$ cat src/rtl/mmio_responder_if.sv
// CPU load/store bus between the minisys-32 core and the MMIO responder.
interface mmio_responder_if;
  logic [31:0] Address;
  logic        MemRead;
  logic        MemWrite;
  logic [31:0] WriteData;
  logic        io_sel;
  logic        mem_we;
  logic [31:0] io_rdata;
  logic        io_rvalid;

  modport master (
    output Address, MemRead, MemWrite, WriteData,
    input  io_sel, mem_we, io_rdata, io_rvalid
  );

  modport slave (
    input  Address, MemRead, MemWrite, WriteData,
    output io_sel, mem_we, io_rdata, io_rvalid
  );
endinterface

$ cat src/rtl/mmio_responder.sv
// MMIO responder: decodes the I/O window, LED latch, debounced switches, change flag.
// Optional free-running timer at offset 0x080 when MMIO_TIMER_EN is defined.
module mmio_responder #(
  parameter logic [31:0]      IO_BASE         = 32'hFFFF_FC00,
  parameter int unsigned      CNT_W           = 20,
  parameter logic [CNT_W-1:0] DEBOUNCE_CYCLES = 20'd1_000_000
) (
  input  logic              clock,
  input  logic              reset,
  mmio_responder_if.slave   bus,
  input  logic [7:0]        switch,
  output logic [7:0]        led
);

  localparam logic [7:0] OFF_LED   = 8'h18;  // 0x060
  localparam logic [7:0] OFF_SW    = 8'h1C;  // 0x070
  localparam logic [7:0] OFF_SWCHG = 8'h1D;  // 0x074
  localparam logic [7:0] OFF_TIMER = 8'h20;  // 0x080

  logic [7:0]       led_q, led_d;
  logic [31:0]      io_rdata_q, io_rdata_d;
  logic             io_rvalid_q, io_rvalid_d;
  logic [7:0]       sw_meta_q, sw_meta_d;
  logic [7:0]       sw_s_q, sw_s_d;
  logic [7:0]       sw_db_q, sw_db_d;
  logic [CNT_W-1:0] cnt_q, cnt_d;
  logic             chg_q, chg_d;
`ifdef MMIO_TIMER_EN
  logic [31:0]      timer_q, timer_d;
`endif

  logic       io_sel;
  logic       wr_io;
  logic       rd_io;
  logic [7:0] word;
  logic [31:0] rd_mux;
  logic       deb_done;
  logic       unused_bits;

  assign io_sel      = (bus.Address[31:10] == IO_BASE[31:10]);
  assign wr_io       = bus.MemWrite & io_sel;
  assign rd_io       = bus.MemRead & io_sel;
  assign word        = bus.Address[9:2];
  assign unused_bits = ^{bus.Address[1:0], bus.WriteData[31:8]};

  assign bus.io_sel    = io_sel;
  assign bus.mem_we    = bus.MemWrite & ~io_sel;
  assign bus.io_rdata  = io_rdata_q;
  assign bus.io_rvalid = io_rvalid_q;
  assign led           = led_q;

  always_comb begin
    rd_mux      = '0;
    led_d       = led_q;
    sw_meta_d   = switch;
    sw_s_d      = sw_meta_q;
    sw_db_d     = sw_db_q;
    cnt_d       = cnt_q;
    chg_d       = chg_q;
    deb_done    = 1'b0;
    io_rvalid_d = rd_io;
    io_rdata_d  = io_rdata_q;
`ifdef MMIO_TIMER_EN
    timer_d     = timer_q + 32'd1;
`endif

    // Read mux sees pre-edge state, so a combined read+write returns the old value.
    case (word)
      OFF_LED:   rd_mux = {24'b0, led_q};
      OFF_SW:    rd_mux = {24'b0, sw_db_q};
      OFF_SWCHG: rd_mux = {31'b0, chg_q};
`ifdef MMIO_TIMER_EN
      OFF_TIMER: rd_mux = timer_q;
`endif
      default:   rd_mux = '0;
    endcase
    if (rd_io) io_rdata_d = rd_mux;

    if (wr_io && word == OFF_LED) led_d = bus.WriteData[7:0];
`ifdef MMIO_TIMER_EN
    if (wr_io && word == OFF_TIMER) timer_d = bus.WriteData;
`endif

    if (sw_s_q == sw_db_q) begin
      cnt_d = '0;
    end else if (cnt_q == CNT_W'(DEBOUNCE_CYCLES - 1'b1)) begin
      sw_db_d  = sw_s_q;
      cnt_d    = '0;
      deb_done = 1'b1;
    end else begin
      cnt_d = cnt_q + 1'b1;
    end

    // Set has priority over a simultaneous W1C so no switch event is lost.
    if (wr_io && word == OFF_SWCHG && bus.WriteData[0]) chg_d = 1'b0;
    if (deb_done) chg_d = 1'b1;
  end

  always_ff @(posedge clock) begin
    if (reset) begin
      led_q       <= '0;
      io_rdata_q  <= '0;
      io_rvalid_q <= 1'b0;
      sw_meta_q   <= '0;
      sw_s_q      <= '0;
      sw_db_q     <= '0;
      cnt_q       <= '0;
      chg_q       <= 1'b0;
`ifdef MMIO_TIMER_EN
      timer_q     <= '0;
`endif
    end else begin
      led_q       <= led_d;
      io_rdata_q  <= io_rdata_d;
      io_rvalid_q <= io_rvalid_d;
      sw_meta_q   <= sw_meta_d;
      sw_s_q      <= sw_s_d;
      sw_db_q     <= sw_db_d;
      cnt_q       <= cnt_d;
      chg_q       <= chg_d;
`ifdef MMIO_TIMER_EN
      timer_q     <= timer_d;
`endif
    end
  end

endmodule
$ cat src/flat_wrapper.sv
// flat-port wrapper written by rule: the top's interface ports become plain ports
module mmio_responder_flat 
#(
  parameter logic [31:0]      IO_BASE         = 32'hFFFF_FC00,
  parameter int unsigned      CNT_W           = 20,
  parameter logic [CNT_W-1:0] DEBOUNCE_CYCLES = 20'd1_000_000
)
  (clock, reset, switch, led, bus_Address, bus_MemRead, bus_MemWrite, bus_WriteData, bus_io_sel, bus_mem_we, bus_io_rdata, bus_io_rvalid);
  mmio_responder_if bus_i ();
  input  logic clock;
  input  logic reset;
  input  logic [7:0] switch;
  output logic [7:0] led;
  input wire logic [$bits(bus_i.Address)-1:0] bus_Address;
  input wire logic [$bits(bus_i.MemRead)-1:0] bus_MemRead;
  input wire logic [$bits(bus_i.MemWrite)-1:0] bus_MemWrite;
  input wire logic [$bits(bus_i.WriteData)-1:0] bus_WriteData;
  output wire logic [$bits(bus_i.io_sel)-1:0] bus_io_sel;
  output wire logic [$bits(bus_i.mem_we)-1:0] bus_mem_we;
  output wire logic [$bits(bus_i.io_rdata)-1:0] bus_io_rdata;
  output wire logic [$bits(bus_i.io_rvalid)-1:0] bus_io_rvalid;
  assign bus_i.Address = bus_Address;
  assign bus_i.MemRead = bus_MemRead;
  assign bus_i.MemWrite = bus_MemWrite;
  assign bus_i.WriteData = bus_WriteData;
  assign bus_io_sel = bus_i.io_sel;
  assign bus_mem_we = bus_i.mem_we;
  assign bus_io_rdata = bus_i.io_rdata;
  assign bus_io_rvalid = bus_i.io_rvalid;
  mmio_responder #(.IO_BASE(IO_BASE), .CNT_W(CNT_W), .DEBOUNCE_CYCLES(DEBOUNCE_CYCLES)) u_core (.clock(clock), .reset(reset), .bus(bus_i), .switch(switch), .led(led));
endmodule
$ cat config.mk
export PLATFORM = sky130hd
export DESIGN_NAME = mmio_responder_flat
export DESIGN_NICKNAME = d
export VERILOG_FILES = /design/src/rtl/mmio_responder_if.sv /design/src/rtl/mmio_responder.sv /design/src/flat_wrapper.sv
export SDC_FILE = /design/constraint.sdc
export NUM_CORES = 1
export LEC_CHECK = 0
export BUFFER_PORTS_ARGS = -buffer_cell sky130_fd_sc_hd__buf_2
export CELL_PAD_IN_SITES_DETAIL_PLACEMENT = 1
export CELL_PAD_IN_SITES_GLOBAL_PLACEMENT = 2
export CORE_MARGIN = 2
export CORE_UTILIZATION = 30
export CTS_CLUSTER_SIZE = 30
export DETAILED_ROUTE_END_ITERATION = 8
export HOLD_SLACK_MARGIN = 0.05
export PLACE_DENSITY_LB_ADDON = 0.05
export SYNTH_ARGS = -nofsm -noshare
export SYNTH_HDL_FRONTEND = slang
export SYNTH_SLANG_ARGS = --single-unit
$ cat constraint.sdc
create_clock -name clock -period 5.2 [get_ports clock]
set_input_delay 1.04 -clock clock [delete_from_list [all_inputs] [get_ports clock]]
set_output_delay 1.04 -clock clock [all_outputs]
set_load 0.005 [all_outputs]
==> results of run 1 <==
-- cells in the mapped netlist --
| cell | number |
|---|---|
| a31o_2 | 1 |
| nand3_1 | 8 |
| buf_2 | 3 |
| buf_4 | 25 |
| dfxtp_1 | 62 |
| nand4_1 | 18 |
| o21ba_1 | 1 |
| o211a_1 | 1 |
| mux2_2 | 7 |
| mux2i_1 | 17 |
| xnor2_1 | 21 |
| conb_1 | 1 |
| and2_1 | 1 |
| nand2b_1 | 24 |
| nand2_1 | 14 |
| clkbuf_1 | 14 |
| o21bai_1 | 1 |
| clkbuf_2 | 1 |
| a21oi_1 | 8 |
| ha_1 | 1 |
| or4b_1 | 1 |
| nand4_2 | 1 |
| or4_1 | 4 |
| or2_2 | 1 |
| nand4b_1 | 1 |
| or4b_2 | 1 |
| o21ai_0 | 1 |
| nor4b_1 | 2 |
| nand3_2 | 1 |
| xor2_1 | 2 |
| a211oi_1 | 1 |
| nor2_1 | 5 |
| or3_1 | 3 |
| nor4_1 | 8 |
| and3_1 | 2 |
| nor2b_1 | 18 |
| and4_1 | 1 |
| nor3_1 | 20 |
| a211oi_2 | 2 |
| nor3b_1 | 2 |
| inv_1 | 6 |
| nand4_4 | 1 |
| o31a_1 | 1 |
| o31ai_1 | 10 |
-- per-layer routing --
metal / track usage, % / up-vias
met5: 0 / -
met4: 3.09 / 0
met3: 4.76 / 9
met2: 21.9 / 63
met1: 18.5 / 1087
li1: - / 1211
-- worst paths after layout --
check | to | slack [ps] | cells after the start
hold reg to reg | u_core.sw_s_q[2] | 440 | 1
setup / recovery | bus_mem_we | 1740 | 6
setup reg to reg | u_core.cnt_q[8] | 2790 | 4
hold / removal | u_core.sw_s_q[2] | 440 | 1
-- layout make-up --
cell class / count / area (µm²) / share of cell area, %
Inverter: 6 / 22.5 / 0.629
Clock inverter: 6 / 93.8 / 2.62
Multi-Input combinational cell: 236 / 1580 / 44.1
Sequential cell: 62 / 1240 / 34.7
Clock buffer: 10 / 138 / 3.84
Tap cell: 133 / 166 / 4.65
Timing Repair Buffer: 68 / 340 / 9.50
-- metrics by stage --
stage                     instances  utilization, %  cell area [µm²]  total power, mW  hold WS [ps]
after detailed placement        505            34.3             3350            0.554           425
after global placement          505            34.3             3350            0.553           418
final                           521            36.6             3580             1.03           443
after floorplan                 347               -             3100            0.540           414
after global routing            521            36.6             3580             1.08           453
after CTS                       521            36.6             3580             1.05           445
-- sequential cells by signal (all words and copies together), names as in the netlist --
signal and count:
u_core.bus.io_rdata 8, u_core.bus.io_rvalid 1, u_core.chg_q 1, u_core.cnt_q 20
u_core.led 8, u_core.sw_db_q 8, u_core.sw_meta_q 8, u_core.sw_s_q 8
-- power groups by stage --
stage	Clock, mW	Sequential [mW]	Combinational, mW
finish	0.489	0.486	0.0555
global route	0.530	0.487	0.0628
CTS	0.506	0.486	0.0564
detailed placement	0	0.497	0.0564
global placement	0	0.497	0.0555
floorplan	0	0.496	0.0444
-- kinds of logic after synthesis --
family | count (synthesis) | synth area share [%]
XOR/XNOR | 23 | 6.69
AO/OA/AOI/OAI | 27 | 6.56
adder cells (fa/ha/maj) | 1 | 0.415
flip-flops | 62 | 41.2
other | 1 | 0.124
buffers and inverters | 49 | 9.39
AND/OR/NAND/NOR | 137 | 27.4
multiplexers | 24 | 8.26
==> flow_results.org, run 1 <==
** Clock network
- H-tree depth :: 3
- After clock tree synthesis, the flow added hold-fix buffers numbering 0.
- The later pin in the worst-skew pair is clocked with a latency of 340 ps.
- TritonCTS built the clock tree.
- Once the clock tree was built, the resizer swapped 0 gates to a different size.
- TritonCTS created 9 clock buffers.
- Sink count of the clock tree :: 62
- Maximum number of buffers from clock root to sink :: 2
- Clock Tree Root :: clkbuf_8
- After clock tree synthesis, the setup repair step added 0 buffers.
- After clock tree synthesis, the clock-pin slew on the worst setup and hold paths is 80 ps.

** Drt
- WL per Instance :: 13.9 µm
- Post-route ant nets :: 0
- Number of search-and-repair iterations in the first detailed-routing pass :: 4
- Post-route DRC :: 0
- Routed vias :: 2370
- After detailed routing, the number of vias per cell comes to 4.55.
- DRT Wirelength :: 7250 µm
- Wire segments on met3 add up to 374 µm in the final route.
- Top sig layer :: met4
- Met1 wire length :: 3550 µm
- Sum of met2 wire segment lengths after detailed routing :: 3260 µm
- The detailed router finished its first iteration with 42 violations.

** Floorplan
- Std-Cell Rows :: 36
- IO Count :: 119
- The core region is 9770 µm².
- Floorplan die width :: 104 µm
- The floorplan step set the die height to 104 µm.
- The initial utilization of the core area, before any placement, comes to 30.8%.
- The die covers 10900 µm².

** Logic synthesis
- During synthesis, Yosys emitted a total of 0 warnings.
- Synthesis handed over a netlist of 324 instances.
- The largest total area in the synthesized netlist belongs to dfxtp_1.
- In this run the biggest area consumer among cell types represents 41.2% of the synthesized area.
- Synthesis-stage register bit count :: 62
- Counting distinct cell types in the post-synthesis netlist gives 44.
- The synthesized netlist occupies a cell area of 3010 µm².
- Average cell area after synthesis :: 9.30 µm²
- Seq/Total Area, Yosys :: 41.2%
- Cells taking the most area after synthesis :: dfxtp_1, buf_4, xnor2_1

** Power and ir drop
- Pleak :: 1.39 nW
- Part of the power in registers :: 47.1%
- Sw Ratio :: 22.9%
- VDD sags by at most 113 µV.
- Per report_power, the clock group accounts for 47.5% of the total.
- In this run, the combinational gates consume 5.4% of the power.
- For this design the total switching power over the nets is 0.237 mW.
- Internal :: 0.794 mW
- For this design the ratio of total power to cell area is 288 nW/µm².

** Timing
- Setup repair after global routing missed its margin :: false
- On the final layout, the worst clock skew is 11.5 ps.
- Setup violations remaining at the end of the flow were counted as 0.
- Final hold violations :: 0
- In the finished design, the share of the clock period the worst path needs comes to 66.5%.
- For the pin with the worst max-slew slack, the measured transition is 1220 ps.
- The worst pin sits at a relative slew slack of 18.2%.
- The final max-slew violation count is 0.
- Highest achievable clock rate :: 289 MHz
- Sum Neg Setup Slack :: 0 ps
- Setup slack on the critical path of the routed design comes to 1740 ps.
- Counting I/O delays and the setup requirement, the final critical path takes 3460 ps.

** Final layout
- Counting the fill cells in the layout gives 1190.
- Layout cells sized above 1 :: 25.8%
- The net count of the finished layout is 460.
- Most common cell after layout, fill and taps aside :: buf_2
- Area Overhead vs Synth :: 18.9%
- The repair_antennas step left the layout with diodes totalling 0.
- Commonest cells after routing, fill and taps aside :: buf_2, dfxtp_1, nand2b_1, conb_1, xnor2_1

** GRT
- GRT Util Overall :: 13.9%
- The initial antenna violation count was 0.
- Global-route wire length before repair :: 12200 µm
- Aggregate global routing overflow :: 0
- The number of global-route vias before repair was 2422.
- Entering global routing, the biggest net connects 54 pins.

** Worst setup path
- STA puts the critical path data arrival time at 2420 ps.
- RR Startpoint :: u_core.cnt_q[7]
- Worst Setup Path Type :: in -> out
- Slowest-stage cell, CP :: or4_1
- Critical Path Sink Type :: output port
- Ordered list of cells on the worst path :: buf_2, nand4_1, or4_1, nor2_1, nor2b_1, buf_2
- Worst Path Buf+Inv :: 2
- On the worst path, the slowest cell contributes a delay of 780 ps.
- Data required time of the critical path :: 4160 ps
- STA classifies the critical path startpoint as an input port.
- Max FO, Critical Path :: 11
- Grouping stages by cell kind, the critical path spends the most delay in simple AND/OR/NAND/NOR gates.
- CP dominant cell by count :: buf_2
- Launching element of the worst setup path :: bus_Address[26]

** Placement
- Placement Setup Slack :: 1740 ps
- At the end of routability-driven placement, the weighted congestion stood at 0.738.
- During placement, the flow inserted port buffers numbering 68.
- HPWL after DPL :: 5320 µm

** Worst hold path
- Class of the tightest hold or removal check :: reg -> reg
- Worst Min Path Start :: u_core.sw_meta_q[2]

** Job
- Max_cap viols :: 0

** Status
- Outcome :: finished clean
(Power assumes the default switching activity.)
==> run 2: changes to the inputs <==
--- a/config.mk
+++ b/config.mk
@@ -9,7 +9,7 @@
 export CELL_PAD_IN_SITES_DETAIL_PLACEMENT = 1
 export CELL_PAD_IN_SITES_GLOBAL_PLACEMENT = 2
 export CORE_MARGIN = 2
-export CORE_UTILIZATION = 30
+export CORE_UTILIZATION = 25
 export CTS_CLUSTER_SIZE = 30
 export DETAILED_ROUTE_END_ITERATION = 8
 export HOLD_SLACK_MARGIN = 0.05
==> constraint.sdc (replaced) <==
create_clock -name clock -period 3.1 [get_ports clock]
set_input_delay 0.62 -clock clock [delete_from_list [all_inputs] [get_ports clock]]
set_output_delay 0.62 -clock clock [all_outputs]
set_load 0.005 [all_outputs]
==> flow_results.org, run 2 (same netlist as run 1, synthesis figures left out) <==
** GRT
- Global-route wire length before repair :: 12500 µm
- GRT Util Overall :: 12.5%
- Maximum number of pins on one net before global-route repair :: 42
- The number of global-route vias before repair came to 2472.
- Antenna violations before repair :: 0
- Aggregate global routing overflow :: 0

** Clock network
- The clock drives 62 sinks.
- No sink is reached through more buffers than the 2 on the longest clock path.
- Post-CTS timing repair inserted 0 buffers for setup.
- The number of gates resized after CTS was 0.
- Clock latency on the worst-skew pair, taken at its later pin, is 330 ps.
- TritonCTS built the clock tree.
- Clock tree synthesis selected as its root buffer the cell clkbuf_16.
- Buffers inserted to repair hold after CTS numbered 0.
- After clock tree synthesis, the clock-pin slew on the worst setup and hold paths is 50 ps.
- H-tree depth :: 3
- Counting the buffers created by CTS gives 9.

** Floorplan
- 119 I/O pins were placed.
- The die covers 12900 µm².
- Floorplan die width :: 114 µm
- Std-Cell Rows :: 40
- Vertical extent of the die :: 114 µm
- The initial utilization of the core area, before any placement, comes to 25.3%.
- The floorplan step defined a core boundary enclosing 11900 µm².

** Placement
- The wire-length estimate of the detail-placed layout is 5780 µm.
- Input/output buffers :: 68
- Weighted congestion at the end of routability-driven global placement :: 0.699

** Job
- Max_cap viols :: 0

** Timing
- Final hold violations :: 0
- Setup clock skew after layout :: 5.48 ps
- Fraction of the cycle the final worst path needs :: 75.9%
- Post-layout min period :: 2350 ps
- For this run, the top clock speed supported by timing is 425 MHz.
- Setup repair after global routing missed its margin :: false
- Sum Neg Setup Slack :: 0 ps
- At the pin with the least slew margin, the transition time is 947 ps.
- Endpoints failing setup :: 0
- Final Max Tran Viols :: 0
- Hold is met by 434 ps.
- Measured against its own limit, the worst slew margin works out to 36.4%.

** Worst setup path
- Max FO, Critical Path :: 3
- The worst setup path is captured at an output port.
- Critical path data arrival time :: 1730 ps
- Category of the worst setup path launch point :: input port
- Worst Setup Path Type :: in -> out
- Data required time of the critical path :: 2480 ps
- Setup slack on the worst reg-to-reg path comes out at 830 ps.

** Drt
- Routed vias :: 2422
- DRT iter0 DRCs :: 76
- Post-route ant nets :: 0
- DRT Wirelength :: 7710 µm
- The first detailed-routing pass ran for 4 iterations.
- In the final routed layout, each cell accounts on average for 14.3 µm.
- After detailed routing, the number of vias per cell comes to 4.49.
- Post-route DRC :: 0

** Final layout
- Counting flops per register, the top entry is u_core.cnt_q.
- From synthesis to final layout, the design area changed by 25.0%.
- Number of nets in the layout :: 465
- Count of antenna diodes in the layout :: 0
- Commonest cells after routing, fill and taps aside :: buf_2, dfxtp_1, nand2b_1, conb_1, xnor2_1
- Of the cells placed in the final design, the portion with a size suffix greater than 1 is 26.5%.
- Layout fillers :: 1395
- Most common cell after layout, fill and taps aside :: buf_2
- The register with the most flip-flops in the layout has 20 of them.

** Power and ir drop
- The worst-case IR drop observed on VDD is 323 µV.
- Part of the total power dissipated in the clock network :: 57.4%
- Of the total power, registers draw 38.2%.
- The analysis attributes to cell leakage a power of 1.47 nW.
- Net switching is 19.6% of the power.
- Switching component of the power :: 0.419 mW
- Power spread over the standard cell area amounts to 567 nW/µm².
- Internal :: 1.72 mW
- Combinational fraction of design power :: 4.4%

** Worst hold path
- Class of the tightest hold or removal check :: reg -> reg

** Status
- The flow ran to the end, and the final reports show no timing, DRC or antenna violations.
run 2: routing by layer:
layer  part of all wire (%)  GRT usage [%]
met1                     44           14.9
met2                     50           21.2
met3                    3.7           3.51
met4                    2.2           5.37
met5                      0              0
run 2: through the flow:
| step | instances | utilization, % | worst slack (ps) | area [µm²] | power [mW] |
|---|---|---|---|---|---|
| 2_1_floorplan | 347 | - | 773 | 3100 | 0.907 |
| 3_3_place_gp | 524 | 28.6 | 684 | 3400 | 0.929 |
| 3_5_place_dp | 524 | 28.6 | 643 | 3400 | 0.930 |
| 4_1_cts | 539 | 31.6 | 721 | 3760 | 2.18 |
| 5_1_grt | 539 | 31.6 | 655 | 3760 | 2.23 |
| 6_report | 539 | 31.6 | 747 | 3760 | 2.14 |
run 2: critical path, cell delays in order:
cell and delay [ps]:
buf_2 80, nand4_1 130, or4_1 570, nor2_1 150, nor2b_1 60, buf_2 120
run 2: cell type report:
| type | count | area [µm²] | share of cell area (%) |
|---|---|---|---|
| Multi-Input combinational cell | 236 | 1580 | 41.9 |
| Sequential cell | 62 | 1240 | 33.0 |
| Timing Repair Buffer | 73 | 378 | 10.0 |
| Clock buffer | 9 | 225 | 5.98 |
| Tap cell | 147 | 184 | 4.89 |
| Clock inverter | 6 | 135 | 3.59 |
| Inverter | 6 | 22.5 | 0.598 |
run 2: power groups by stage:
stage          registers [mW]  clock network [mW]  logic, mW
2_1_floorplan           0.832                   0     0.0744
3_3_place_gp            0.834                   0     0.0951
3_5_place_dp            0.834                   0     0.0956
4_1_cts                 0.816                1.27     0.0956
5_1_grt                 0.818                1.30      0.108
6_report                0.816                1.23     0.0937
run 2: path summary, 6_finish.rpt:
check / start / to / cells past startpoint
setup reg to reg: u_core.cnt_q[9] / u_core.cnt_q[4] / 5
hold reg to reg: u_core.sw_meta_q[0] / u_core.sw_s_q[0] / 1
setup / recovery: bus_Address[26] / bus_mem_we / 6
hold / removal: u_core.sw_meta_q[0] / u_core.sw_s_q[0] / 1
